`src/rtl/div4_pkg.sv`:
```
// Shared constants and types for the divide-by-4 request scheduler.
package div4_pkg;

  localparam int DEF_WIDTH = 4;
  localparam int DEF_N_REQ = 4;
  localparam int SERVED_W  = 8;

  typedef enum logic {
    IDLE = 1'b0,
    RESP = 1'b1
  } state_t;

endpackage

```
`src/rtl/div4_sched_rr_arb.sv`:
```
// Round-robin arbiter: picks the first active request at or after ptr,
// returning a one-hot grant (gated by en) and the winner's index.
module rr_arb #(
  parameter int N_REQ = 4,
  parameter int IDX_W = $clog2(N_REQ)
) (
  input  logic [N_REQ-1:0] req,
  input  logic [IDX_W-1:0] ptr,
  input  logic             en,
  output logic [N_REQ-1:0] gnt,
  output logic [IDX_W-1:0] idx
);

  logic [N_REQ-1:0] rot;
  logic [IDX_W-1:0] off;

  // rot[gi] is the request that sits gi positions after the pointer; N_REQ is
  // a power of two, so index wrap-around is plain truncation.
  genvar gi;
  generate
    for (gi = 0; gi < N_REQ; gi++) begin : g_rot
      assign rot[gi] = req[ptr + IDX_W'(gi)];
    end
  endgenerate

  always_comb begin
    off = '0;
    for (int i = N_REQ - 1; i >= 0; i--) begin
      if (rot[i]) off = IDX_W'(i);
    end
    idx = ptr + off;
    gnt = '0;
    if (en && (|rot)) gnt[idx] = 1'b1;
  end

endmodule

```
`src/rtl/div4_sched.sv`:
```
// Round-robin scheduler that grants one requester at a time and returns its
// operand divided by 4 through a valid/ready result port.
module div4_sched
  import div4_pkg::*;
#(
  parameter int WIDTH = DEF_WIDTH,
  parameter int N_REQ = DEF_N_REQ
) (
  input  logic                         clk,
  input  logic                         rst_ni,
  input  logic                         en_i,
  input  logic [N_REQ-1:0]             req_i,
  input  logic [N_REQ-1:0][WIDTH-1:0]  data_i,
  output logic [N_REQ-1:0]             gnt_o,
  output logic [WIDTH-1:0]             data_o,
  output logic [$clog2(N_REQ)-1:0]     id_o,
  output logic                         valid_o,
  input  logic                         ready_i,
  output logic [SERVED_W-1:0]          served_o
);

  localparam int IDX_W = $clog2(N_REQ);

  generate
    if (WIDTH < 3) begin : g_bad_width
      $error("div4_sched: WIDTH must be at least 3");
    end
    if ((N_REQ < 2) || (N_REQ > 8) || ((N_REQ & (N_REQ - 1)) != 0)) begin : g_bad_nreq
      $error("div4_sched: N_REQ must be a power of 2 between 2 and 8");
    end
  endgenerate

  state_t              state_reg, state_next;
  logic [WIDTH-1:0]    data_reg, data_next;
  logic [IDX_W-1:0]    id_reg, id_next;
  logic [IDX_W-1:0]    ptr_reg, ptr_next;
  logic [SERVED_W-1:0] served_reg, served_next;

  logic                grant_ok;
  logic                handshake;
  logic [N_REQ-1:0]    arb_gnt;
  logic [IDX_W-1:0]    arb_idx;

  // Reset is folded in so no grant pulse can appear while rst_ni is low.
  assign grant_ok  = rst_ni & en_i & (|req_i) & ((state_reg == IDLE) | ready_i);
  assign handshake = (state_reg == RESP) & ready_i;

  rr_arb #(
    .N_REQ (N_REQ),
    .IDX_W (IDX_W)
  ) u_arb (
    .req (req_i),
    .ptr (ptr_reg),
    .en  (grant_ok),
    .gnt (arb_gnt),
    .idx (arb_idx)
  );

  always_comb begin
    state_next  = state_reg;
    data_next   = data_reg;
    id_next     = id_reg;
    ptr_next    = ptr_reg;
    served_next = handshake ? served_reg + SERVED_W'(1) : served_reg;
    if (grant_ok) begin
      state_next = RESP;
      data_next  = {2'b00, data_i[arb_idx][WIDTH-1:2]};
      id_next    = arb_idx;
      ptr_next   = arb_idx + IDX_W'(1);
    end else if (handshake) begin
      state_next = IDLE;
    end
  end

  always_ff @(posedge clk) begin
    if (!rst_ni) begin
      state_reg  <= IDLE;
      data_reg   <= '0;
      id_reg     <= '0;
      ptr_reg    <= '0;
      served_reg <= '0;
    end else begin
      state_reg  <= state_next;
      data_reg   <= data_next;
      id_reg     <= id_next;
      ptr_reg    <= ptr_next;
      served_reg <= served_next;
    end
  end

  assign gnt_o    = arb_gnt;
  assign data_o   = data_reg;
  assign id_o     = id_reg;
  assign valid_o  = (state_reg == RESP);
  assign served_o = served_reg;

endmodule

```
`config.mk`:
```
export PLATFORM = sky130hd
export DESIGN_NAME = div4_sched
export DESIGN_NICKNAME = d
export VERILOG_FILES = /design/src/rtl/div4_pkg.sv /design/src/rtl/div4_sched_rr_arb.sv /design/src/rtl/div4_sched.sv
export SDC_FILE = /design/constraint.sdc
export NUM_CORES = 1
export LEC_CHECK = 0
export CAP_MARGIN = 20
export CORE_MARGIN = 4
export CORE_UTILIZATION = 43
export DETAILED_ROUTE_END_ITERATION = 8
export GPL_TIMING_DRIVEN = 1
export HOLD_SLACK_MARGIN = 0.06
export PLACE_DENSITY = 0.83
export SLEW_MARGIN = 30
export SYNTH_ARGS = -nofsm -noshare
export SYNTH_HDL_FRONTEND = slang
export SYNTH_SLANG_ARGS = --single-unit
```
`constraint.sdc`:
```
create_clock -name clk -period 3.5 [get_ports clk]
set_input_delay 0.35 -clock clk [delete_from_list [all_inputs] [get_ports clk]]
set_output_delay 0.35 -clock clk [all_outputs]
set_load 0.02 [all_outputs]
```
==> metrics, run 1 <==
status=finished, final reports clean; critical path's slowest cell=clkdlybuf4s50_1; GR Overflow Total=0; WP data required=3150 ps; setup TNS=0 ps; Final Critical Period=3041 ps; maximum VDD drop=0.3582 mV; Largest register FFs=8; Skew-Pair Late Insertion Delay=280 ps; initial antenna violation count=0; fin area=1326 sq um; Yosys warning count=0; Seq/Total Area, Yosys=32.61%; post-route ant nets=0; CTS tree=yes; R2R Setup Slk=1300 ps; Final Hold Fails=0; asr flop ratio synth=0%; RSZ-0062 raised after global routing=no; Critical Path AT=2690 ps; Sink Count=15; worst hold start=id_o[0]; final-stage net count=176; Power Density=444.5 nW/um^2; Worst Path Max Fanout=7; critical path type=in2out; row cnt=16; largest net degree at the start of global routing=17; Root Driver=clkbuf_4; Placed Cells=172; CTS resizes=0; die height=54.28 microns; Hold Path Depth=2; WL/cell=11.86 microns; Non-Filler Instances=176; Area Growth Syn to Fin=44.02%; fillcell total=166; CP Capture Type=primary output; Vias=935; wirelength, routed=2.088 mm; syn_area_per_cell=8.078 sq um; Port Buffers=32; first-pass GRT wire length=3.291 mm; count of final max-slew check failures=0; R2R Path Start=ptr_reg[0]; Final period util=86.89%; diodes inserted=0; full die area=2946 sq um; routability cong.=0.7965; Reg clk slew, reported paths=90 ps; final setup violating endpoints=0; Critical path origin=req_i[2]; Overall Global Routing Usage=15.21%; Synth Instances=114; Hold/Removal Path Class=reg2reg; unique cell type count in the Yosys netlist=39; Setup crit start kind=primary input; detailed-placement wirelength estimate=1.616 mm; Via density=5.313; Core Util, Final=66.25%; Critical Path Max Stage Delay=510 ps; FF-to-FF End=data_o[0]; Die W=54.28 microns; Iteration-0 DRC Markers=17; register bit total from synthesis=15; CORE AREA=2002 sq um; io pins=43; Post-CTS Setup Inserts=0; CTS H-tree depth=1; initial core utilization=46.00%; CP Cell Sequence=clkdlybuf4s50_1 > o311a_1 > o21ai_0 > ha_1 > xor2_2 > a21o_1 > and2_2 > nor3b_1 > dlymetal6s2s_1; drt drc=0; synthesized area=920.9 sq um; maxcap violations=0; Max Clk Rate=328.8 MHz; Final Skew=1.079 ps; number of flops mapped to enable cells by yosys=0; vias in the first global route=804; Leak Pwr=0.0005761 uW; Top FF cell, synth=dfxtp_1; worst r2r path cells=9; CTS buffer count=3; WHS Endpoint=id_o[0]; share of layout cells above drive strength 1=9.396%; CTS Hold Bufs=0; DRT Pass-1 Iters=6; Longest Clk Path Bufs=2; dpl cell area=1281 sq um
cell usage in the layout (no fill, tap or decap), types with 2 or more instances in the layout:
cell / synthesis / routed
buf_4: 2 / 5
a221oi_1: 2 / 2
a21oi_1: 2 / 2
xnor2_1: 5 / 5
o31ai_1: 2 / 2
clkbuf_4: 0 / 3
and2_1: 6 / 6
a21o_1: 2 / 2
dlymetal6s2s_1: 0 / 4
o21ai_0: 7 / 7
nor3_2: 2 / 2
and3_1: 3 / 3
nor2_1: 7 / 7
inv_1: 3 / 3
or3_1: 3 / 3
a21boi_0: 4 / 4
conb_1: 1 / 2
ha_1: 2 / 2
nand3_1: 7 / 7
nor2b_1: 3 / 3
mux2i_1: 2 / 2
clkdlybuf4s50_1: 0 / 28
nand2_1: 11 / 11
dfxtp_1: 15 / 15
nand4_1: 3 / 3
cells in the mapped netlist (3+ instances only):
master,number,area (sq um)
inv_1,3,11.26
dfxtp_1,15,300.3
o21ai_0,7,35.03
nand4_1,3,18.77
and3_1,3,18.77
or3_1,3,18.77
nor2b_1,3,18.77
a21boi_0,4,30.03
nor2_1,7,26.28
nand2_1,11,41.29
nand3_1,7,35.03
clkbuf_1,4,15.01
xnor2_1,5,43.79
and2_1,6,37.54
cell families after synthesis:
kind of cell               synth area share (%)
adders and majority gates                 2.717
AOI/OAI and AO/OA                         18.21
muxes                                     2.174
xor gates and xnor gates                  8.152
buffers and inverters                     5.026
DFF                                       32.61
other                                    0.4072
and+or+nand+nor                           30.71
worst max-delay path by stage:
stage	end	slack (ps)	cells after the start
3_5_place_dp	gnt_o[0]	20	9
3_3_place_gp	gnt_o[0]	90	9
6_report	gnt_o[0]	460	9
2_1_floorplan	gnt_o[0]	880	8
5_1_grt	gnt_o[0]	260	12
4_1_cts	gnt_o[0]	9	9
metrics by stage:
step / total power (uW) / hold WS (ps) / worst slack [ps]
2_1_floorplan: 392.1 / 488.4 / 877.8
3_3_place_gp: 482.3 / 449.7 / 88.70
3_5_place_dp: 489.7 / 457.8 / 20.53
4_1_cts: 590.1 / 471.1 / 9.378
5_1_grt: 627.2 / 496.7 / 255.9
6_report: 589.5 / 468.8 / 459.0
report_power, final:
part / internal (uW) / total (uW) / switching (uW)
sequential: 190 / 211 / 21.9
combinational: 149 / 278 / 130
clock: 42.4 / 99.6 / 57.2
total: 381 / 590 / 209
critical path, delay by kind of cell:
| family | cells | cell delay, ps |
|---|---|---|
| buffers and inverters | 2 | 770 |
| AOI/OAI and AO/OA | 3 | 740 |
| and+or+nand+nor | 2 | 400 |
| adders and majority gates | 1 | 220 |
| xor gates and xnor gates | 1 | 220 |
cell type report:
| class | instances | area [sq um] | area share, % |
|---|---|---|---|
| Timing Repair Buffer | 37 | 367.9 | 27.74 |
| Inverter | 3 | 11.26 | 0.8491 |
| Sequential cell | 15 | 300.3 | 22.64 |
| Clock buffer | 3 | 22.52 | 1.698 |
| Clock inverter | 1 | 5.005 | 0.3774 |
| Tap cell | 27 | 33.78 | 2.547 |
| Multi-Input combinational cell | 90 | 585.6 | 44.15 |
metal layers:
metal	GRT usage [%]	wire, microns	vias up
met4	3.734	9	0
li1	-	-	475
met1	16.56	877	426
met3	4.087	141	2
met5	0	0	-
met2	28.69	1059	32
(Power assumes the default switching activity.)
==> run 2: changes to the inputs <==
- CAP_MARGIN: 20 -> 40
- CORE_UTILIZATION: 43 -> 36
- GPL_TIMING_DRIVEN: 1 -> 0
- PLACE_DENSITY: 0.83 -> 0.74
- clock period: 3.5 -> 2.5 ns (I/O delays scaled with it)
==> run 2 against run 1 <==
Global-route usage is 2.1 points lower. Utilization shrank 9.5 points. Non-clock buffer count grew 5. Critical endpoint unchanged. Clock power increased by 35%. Largest cell class unchanged. Power grew 53%. Critical path depth grew 1.
==> metrics, run 2 (synthesis results as in run 1) <==
Largest register FFs=8 (unchanged); WP data required=2250 ps (was 3150 ps); status=finished, final reports clean (unchanged); Sw Pwr=318.8 uW (was 208.9 uW); worst r2r path cells=10 (was 9); Seq pwr share=33.7% (was 35.9%); Max Clk Rate=402.7 MHz; critical path endpoint=gnt_o[0] (unchanged); Sink Count=15 (unchanged); Core Util, Final=56.73% (was 66.25%); Via density=5.038 (was 5.313); CTS buffer count=3 (unchanged); post-route ant nets=0 (unchanged); final setup violating endpoints=0 (unchanged); initial core utilization=37.51% (was 46.00%); most common cell after layout, fill and taps aside=clkdlybuf4s50_1 (unchanged); Final Skew=6.198 ps (was 1.079 ps); CTS tree=yes (unchanged); Critical path origin=ptr_reg[0] (was req_i[2]); FF-to-FF End=data_o[0] (unchanged); CTS Hold Bufs=0 (unchanged); CP Capture Type=primary output (unchanged); Internal=585.4 uW (was 380.6 uW); CP Depth=10 (was 9); most frequent cells in the layout=clkdlybuf4s50_1, dfxtp_1, nand2_1, buf_4 (was clkdlybuf4s50_1, dfxtp_1, nand2_1); worst slew pin tran=626.7 ps; row cnt=18 (was 16); Port Buffers=31 (was 32); maximum VDD drop=0.3792 mV (was 0.3582 mV); fillcell total=234 (was 166); WL/cell=12.33 microns (was 11.86 microns); Final period util=99.33%; critical path type=reg2out (was in2out); wirelength, routed=2.268 mm (was 2.088 mm); largest net degree at the start of global routing=12 (was 17); Critical Path AT=2230 ps (was 2690 ps); Setup crit start kind=flop (was primary input); GR Overflow Total=0 (unchanged); CP Cell Sequence=buf_4 > nor2_2 > a211oi_2 > o21ai_2 > ha_4 > xor2_4 > a21o_1 > and2_4 > nor3b_4 > buf_6 (was clkdlybuf4s50_1 > o311a_1 > o21ai_0 > ha_1 > xor2_2 > a21o_1 > and2_2 > nor3b_1 > dlymetal6s2s_1); Hold/Removal Path Class=in2reg (was reg2reg); Crit path max-delay family=simple AND/OR/NAND/NOR gates (was buffers and inverters); Final Hold Fails=0 (unchanged); drt drc=0 (unchanged); detailed-placement wirelength estimate=1.705 mm (was 1.616 mm); Rel. slew slack=57.84%; vias in the first global route=858 (was 804); combinational share of power=51.5% (was 47.2%); first-pass GRT wire length=3.567 mm (was 3.291 mm); sw frac=35.26% (was 35.44%); count of final max-slew check failures=0 (unchanged); final worst setup slack=16.81 ps (was 459.0 ps); diodes inserted=0 (unchanged); Area Growth Syn to Fin=51.22% (was 44.02%); die height=58.58 microns (was 54.28 microns); Vias=927 (was 935); Overall Global Routing Usage=13.11% (was 15.21%); RSZ-0062 raised after global routing=yes (was no); full die area=3431 sq um (was 2946 sq um); clock share of power=14.8% (was 16.9%); Setup WS pre-CTS=-845.8 ps (was 20.53 ps); Reg clk slew, reported paths=90 ps (about the same); Skew-Pair Late Insertion Delay=280 ps (about the same); Longest Clk Path Bufs=2 (unchanged); Leak Pwr=0.0005490 uW (was 0.0005761 uW); R2R Path Start=ptr_reg[0] (unchanged); Final Critical Period=2483 ps; routability cong.=0.7380 (was 0.7965); R2R Setup Slk=420 ps (was 1300 ps); CTS H-tree depth=1 (unchanged); Root Driver=clkbuf_4 (unchanged); Crit path buffers/inverters=2 (unchanged); CORE AREA=2455 sq um (was 2002 sq um); final-stage net count=181 (was 176); io pins=43 (unchanged); share of layout cells above drive strength 1=19.48% (was 9.396%); maxcap violations=0 (unchanged); Power Density=649.4 nW/um^2 (was 444.5 nW/um^2); Worst Path Max Fanout=8 (was 7); Die W=58.58 microns (was 54.28 microns); initial antenna violation count=0 (unchanged); Iteration-0 DRC Markers=5 (was 17); Critical Path Max Stage Delay=380 ps (was 510 ps); DRT Pass-1 Iters=2 (was 6); critical path's slowest cell=dfxtp_4 (was clkdlybuf4s50_1)
run 2: changes by cell type in the layout (fill, tap and decap cells not counted), moves of 2 or more:
cell             change
clkdlybuf4s50_1      -4
clkbuf_1             +2
dfxtp_1              -2
buf_4                +6
dlymetal6s2s_1       -4
dlygate4sd2_1        +3
run 2: tightest hold or removal path, stage by stage:
cell,delay (ps)
buf_2,160
nor4_1,110
o21ai_0,160
run 2: power by group through the flow:
stage,logic (uW),clock network (uW),registers (uW)
after floorplan,240,0,312
after global placement,367,0,295
after detailed placement,375,0,297
after CTS,417,142,299
after global routing,506,156,309
final,465,134,305
run 2: cell type report:
cell class                 count  area (sq um)  share of cell area, %
clock inverter                 1         5.005                 0.3594
inverter                       3         11.26                 0.8086
clock buffer                   3         22.52                  1.617
buffer                         5         27.53                  1.977
tap                           30         37.54                  2.695
timing repair buffer          37         345.3                  24.80
multi-input combinational     90         638.1                  45.82
sequential                    15         305.3                  21.92
run 2: what timing repair did:
| action | 4_1_cts | 5_1_grt |
|---|---|---|
| hold endpoints to repair | 0 | 0 |
| setup buffers | 4 | 2 |
| pin swaps | 4 | 3 |
| gates resized for setup | 30 | 11 |
| setup endpoints to repair | 4 | 4 |
| cloned | 0 | 0 |
run 2: through the flow:
stage	std cells	hold WS [ps]	setup TNS, ps	total power, uW	cell area, sq um
final	184	434.7	0	904.3	1393
after global routing	184	447.8	-329.7	971.0	1393
after CTS	183	413.5	-24.51	858.4	1349
after detailed placement	176	463.3	-3496	672.2	1277
after global placement	176	457.5	-3232	662.2	1277
after floorplan	115	388.4	0	552.0	929.6
run 2: per-layer routing:
metal	share of wire, %	global-route usage, %
met1	42	15.35
met2	52	23.13
met3	4.6	2.412
met4	0.75	5.825
met5	0	0
run 2: how the worst min path moves through the flow:
| stage | start | end | slack (ps) | cells past startpoint |
|---|---|---|---|---|
| after floorplan | rst_ni | ptr_reg[0] | 390 | 2 |
| after global placement | id_o[0] | id_o[0] | 460 | 2 |
| after detailed placement | id_o[0] | id_o[0] | 460 | 2 |
| after CTS | req_i[1] | valid_o | 410 | 3 |
| after global routing | req_i[1] | valid_o | 450 | 3 |
| final | req_i[1] | valid_o | 430 | 3 |
